==> src/rtl/wb_pkg.sv <==
// Shared types and helpers for the register-file write-back path.
package wb_pkg;

  localparam int unsigned XLEN   = 32;
  localparam int unsigned REG_AW = 5;

  typedef struct packed {
    logic              valid;
    logic [REG_AW-1:0] rd;
    logic [XLEN-1:0]   data;
  } wb_req_t;

  function automatic logic is_zero_reg(input logic [REG_AW-1:0] r);
    return r == '0;
  endfunction

endpackage

==> src/rtl/wb_scoreboard.sv <==
// Busy bit per architectural register; raises issue_stall on RAW/WAW hazards.
module wb_scoreboard
  import wb_pkg::*;
#(
  parameter int unsigned NREG = 32,
  parameter int unsigned AW   = $clog2(NREG)
) (
  input  logic            clk,
  input  logic            rst_n,
  input  logic            issue_valid,
  input  logic [AW-1:0]   issue_rs1,
  input  logic [AW-1:0]   issue_rs2,
  input  logic [AW-1:0]   issue_rd,
  input  logic            rf_we,
  input  logic [AW-1:0]   rf_addr,
  output logic            issue_stall,
  output logic [NREG-1:0] busy
);

  logic [NREG-1:0] busy_q, busy_d, set_vec, clr_vec;

  // Register 0 is never marked busy, so it can never cause a stall.
  assign issue_stall = issue_valid &&
                       (busy_q[issue_rs1] || busy_q[issue_rs2] || busy_q[issue_rd]);
  assign busy = busy_q;

  // Set beats clear when both hit the same register at one edge.
  always_comb begin
    set_vec = '0;
    clr_vec = '0;
    if (issue_valid && !issue_stall && !is_zero_reg(REG_AW'(issue_rd)))
      set_vec[issue_rd] = 1'b1;
    if (rf_we)
      clr_vec[rf_addr] = 1'b1;
    busy_d    = (busy_q & ~clr_vec) | set_vec;
    busy_d[0] = 1'b0;
  end

  always_ff @(posedge clk or negedge rst_n) begin
    if (!rst_n) busy_q <= '0;
    else        busy_q <= busy_d;
  end

endmodule

==> src/rtl/regfile_wb_scheduler.sv <==
// Merges load and ALU write-back into the single register-file write port.
module regfile_wb_scheduler
  import wb_pkg::*;
#(
  parameter int unsigned XLEN = 32,
  parameter int unsigned NREG = 32
) (
  input  logic              clk,
  input  logic              rst_n,
  input  logic              issue_valid,
  input  logic [REG_AW-1:0] issue_rs1,
  input  logic [REG_AW-1:0] issue_rs2,
  input  logic [REG_AW-1:0] issue_rd,
  output logic              issue_stall,
  input  logic              alu_valid,
  output logic              alu_ready,
  input  logic [REG_AW-1:0] alu_rd,
  input  logic [XLEN-1:0]   alu_data,
  input  logic              load_valid,
  input  logic [REG_AW-1:0] load_rd,
  input  logic [XLEN-1:0]   load_data,
  output logic              rf_we,
  output logic [REG_AW-1:0] rf_addr,
  output logic [XLEN-1:0]   rf_wdata,
  output logic [NREG-1:0]   busy,
  output logic              load_conflict
);

  localparam int unsigned DW = wb_pkg::XLEN;

  wb_req_t hold_q, hold_d, wr, alu_req;
  logic    alu_fire, sel_load;

  assign alu_ready = !hold_q.valid;
  assign alu_fire  = alu_valid && alu_ready;
  assign alu_req   = '{valid: 1'b1, rd: alu_rd, data: DW'(alu_data)};

  // Fixed priority: load, then held ALU result, then direct ALU result.
  always_comb begin
    wr       = '0;
    hold_d   = hold_q;
    sel_load = 1'b0;
    if (load_valid) begin
      wr       = '{valid: 1'b1, rd: load_rd, data: DW'(load_data)};
      sel_load = 1'b1;
      if (alu_fire) hold_d = alu_req;
    end else if (hold_q.valid) begin
      wr           = hold_q;
      hold_d.valid = 1'b0;
    end else if (alu_fire) begin
      wr = alu_req;
    end
  end

  // Writes to x0 consume their slot but never reach the register file.
  always_ff @(posedge clk or negedge rst_n) begin
    if (!rst_n) begin
      hold_q        <= '0;
      rf_we         <= 1'b0;
      rf_addr       <= '0;
      rf_wdata      <= '0;
      load_conflict <= 1'b0;
    end else begin
      hold_q <= hold_d;
      rf_we  <= wr.valid && !is_zero_reg(wr.rd);
      if (wr.valid) begin
        rf_addr  <= wr.rd;
        rf_wdata <= XLEN'(wr.data);
      end
      if (load_valid && !sel_load) load_conflict <= 1'b1;
    end
  end

  wb_scoreboard #(.NREG(NREG), .AW(REG_AW)) u_scoreboard (
    .clk         (clk),
    .rst_n       (rst_n),
    .issue_valid (issue_valid),
    .issue_rs1   (issue_rs1),
    .issue_rs2   (issue_rs2),
    .issue_rd    (issue_rd),
    .rf_we       (rf_we),
    .rf_addr     (rf_addr),
    .issue_stall (issue_stall),
    .busy        (busy)
  );

endmodule
==> config.mk <==
export PLATFORM = sky130hd
export DESIGN_NAME = regfile_wb_scheduler
export DESIGN_NICKNAME = d
export VERILOG_FILES = /design/src/rtl/wb_pkg.sv /design/src/rtl/wb_scoreboard.sv /design/src/rtl/regfile_wb_scheduler.sv
export SDC_FILE = /design/constraint.sdc
export NUM_CORES = 1
export LEC_CHECK = 0
export CORE_AREA = 2 2 112 114
export DETAILED_ROUTE_END_ITERATION = 8
export DIE_AREA = 0 0 114 116
export GPL_TIMING_DRIVEN = 0
export PLACE_DENSITY = 0.8
export SYNTH_ARGS = -nofsm -noshare
export SYNTH_HDL_FRONTEND = slang
export SYNTH_SLANG_ARGS = --single-unit
==> constraint.sdc <==
create_clock -name clk -period 2.8 [get_ports clk]
set_input_delay 0.28 -clock clk [delete_from_list [all_inputs] [get_ports clk]]
set_output_delay 0.28 -clock clk [all_outputs]
set_load 0.01 [all_outputs]
==> run metrics <==
Post-DRT Antenna Nets=0; Final setup viols=0; Clock Sinks=107; initial cell density of the core=0.477; H-tree levels=3; worst clock skew=about 8.4 ps; row count=40; DR pass1 iterations=5; Boundary Pins=approximately 170; Worst-Skew Late Latency=about 350 ps; CP arrival=2450 ps; Mapped Area=5680 um^2; worst slew pin tran=725 ps; peak supply drop=between 300 and 400 uV; outcome=complete, no violations; Final Max Slew Viols=0; CTS buffer count=9; RSZ-0062 raised after global routing=no; input/output buffers=158; Synth Area in Adders=0; gr usage total=0.275; Final Core Density=0.663; Post-Synthesis Cells=570; largest net degree at the start of global routing=66; CP peak stage delay=490 ps; routed wire length=17.9 mm; crit path buf inv count=1; initial antenna violation count=0; critical path endpoint category=primary output; CP Cell Sequence=mux4_2 > mux2i_2 > nor3b_2 > a2111oi_2 > nand4_1 > o21a_1 > buf_2; Top delay family on crit path=multiplexers; synthesis-stage register bit count=107; post-synthesis sequential area ratio=0.471; power per standard cell area=720 nW/um^2; Routed WL per cell=just under 20 um; type of the worst setup path=flop to primary output; Synth Area in Simple Gates=0.128; clock root buffer master=clkbuf_16; area of the multi-input gates=2790 um^2; initial drt markers=359; relative slew slack=0.512; total number of vias=5487; Hold Vio Cnt, Final=0; die width=114 um; Fmax=366 MHz; critical path's slowest cell=mux4_2; P_leak=3.17 nW; vias in the first global route=between 5000 and 6000; Worst-path clk slew=70 ps; CTS tree=built; WL met3=roughly 1.6 mm; Layout Nets=between 800 and 900; die height=116 um; vias per cell=6.04; Die ar.=between 10000 and 15000 um^2; syn_area_per_cell=9.97 um^2; Hold Path Class=input port to flop; Synth Area in Compound Gates=0.197; share of layout cells above drive strength 1=0.146; Remaining DRCs=0; Placeable Area=11900 um^2; total power=~5.7 mW; met2 routed WL=8.87 mm; register area=approximately 2700 um^2; first-pass GRT wire length=about 29 mm; CTS Buffer Depth=2; Max Cap Viol=0; max layer used=met4; crit start category=flop; diodes inserted=0; XOR/XNOR Fraction of Synth Area=0; GP Congestion=0.911; M1 WL=7.24 mm; Worst Path Required=2520 ps; fin crit period=roughly 2700 ps; crit-path max FO=3; global route total overflow=0; WHS=just under 400 ps; fin crit share=0.975; synth warn=0; mux share of post-synthesis cell area=0.162; post-synth cell types=43; post-DP HPWL=13.0 mm; Area growth syn-to-layout=39.0%; main combinational cell family by area after synthesis=compound AO/OA/AOI/OAI gates; Fillers=957
kinds of logic after synthesis:
| kind of cell | Yosys count |
|---|---|
| other | 1 |
| buffers and inverters | 51 |
| flip-flops | 107 |
| AO/OA/AOI/OAI | 190 |
| AND/OR/NAND/NOR | 147 |
| multiplexers | 74 |
path summary, 6_finish.rpt:
kind	startpoint	endpoint	slack, ps	cells past startpoint
max in group asynchronous	rst_n	u_scoreboard.busy[12]	1610	3
min in group asynchronous	rst_n	rf_wdata[16]	470	2
hold reg to reg	hold_q[27]	hold_q[27]	500	1
setup / recovery	u_scoreboard.busy[19]	issue_stall	70	7
setup reg to reg	u_scoreboard.busy[19]	u_scoreboard.busy[19]	160	8
hold / removal	issue_rd[4]	u_scoreboard.busy[6]	390	3
power breakdown:
part           internal, mW  switching (mW)
sequential             1.93           0.412
clock                 0.596           0.559
combinational          1.22           0.977
total                  3.74            1.95
cell type report:
| type | instances | area share |
|---|---|---|
| Buffer | 43 | 0.0276 |
| Tap cell | 147 | 0.0233 |
| Clock inverter | 5 | 0.00396 |
| Clock buffer | 10 | 0.0290 |
| Inverter | 4 | 0.00190 |
| Sequential cell | 107 | 0.339 |
| Multi-Input combinational cell | 413 | 0.353 |
| Timing Repair Buffer | 179 | 0.222 |
worst register-to-register path: stages, from the launching register on:
cell	delay, ps
dfrtp_1	410
mux4_2	490
mux2i_2	220
nor3b_2	80
a2111oi_2	280
nand4_1	240
buf_4	200
clkbuf_1	270
o31ai_1	350
flip-flops by register name, summed over array words and instances, names as in the netlist:
name and count:
rf_wdata 32, hold_q 38, rf_addr 5, rf_we 1
u_scoreboard.busy 31
placed cells by master, fill, tap and decap left out, types with 20 or more instances in the layout:
cell             netlist  layout
clkdlybuf4s50_1        0     152
nand2_1               47      47
clkbuf_1              32      28
mux2_2                39      39
o31ai_1               21      21
o21ai_0               69      69
o22ai_1               38      38
nor2_1                40      39
buf_4                  5      24
dfrtp_1              107     105
a21oi_1               38      38
mux2i_1               21      20
synth_stat cells (all sizes together):
master | count | area (um^2)
dfrtp | 107 | 2680
o21ai | 75 | 375
nand2 | 47 | 176
mux2 | 43 | 484
nor2 | 40 | 150
a21oi | 38 | 190
o22ai | 38 | 238
clkbuf | 32 | 120
mux2i | 21 | 210
o31ai | 21 | 158
buf | 15 | 101
mux4 | 10 | 225
nand3b | 8 | 60.1
nand3 | 7 | 35.0
nor3 | 7 | 35.0
or4 | 7 | 52.6
and3 | 6 | 37.5
nor2b | 6 | 40.0
o41ai | 6 | 52.6
a2111oi | 5 | 50.0
a21o | 4 | 30.0
inv | 4 | 15.0
or3 | 4 | 30.0
or3b | 4 | 35.0
nand2b | 3 | 18.8
nand4 | 2 | 12.5
nor3b | 2 | 15.0
nor4 | 2 | 12.5
o21a | 2 | 15.0
a221oi | 1 | 8.76
and2b | 1 | 8.76
conb | 1 | 3.75
nor4b | 1 | 8.76
through the flow:
stage	setup TNS [ps]	instance area [um^2]	worst slack, ps	instances
after floorplan	0	5690	320	571
after global routing	0	7900	59.1	908
final	0	7900	70.3	908
after detailed placement	-3630	7480	-813	877
after CTS	-32.3	7860	-32.3	904
after global placement	-266180	7450	-2480	876
layer usage:
| layer | global-route usage | vias up |
|---|---|---|
| li1 | - | 2490 |
| met1 | 0.344 | 2708 |
| met2 | 0.474 | 270 |
| met3 | 0.0669 | 19 |
| met4 | 0.0837 | 0 |
| met5 | 0 | - |
what timing repair did:
item                                   in CTS  in global routing
hold buffers                                1                  0
gates resized for setup                    15                 10
setup buffers                              13                  6
setup endpoints to repair                   1                  1
endpoints found under the hold margin      42                  0
cloned                                      0                  0
pin swaps                                   3                  4
No activity file was read; power rests on OpenSTA's default activity.
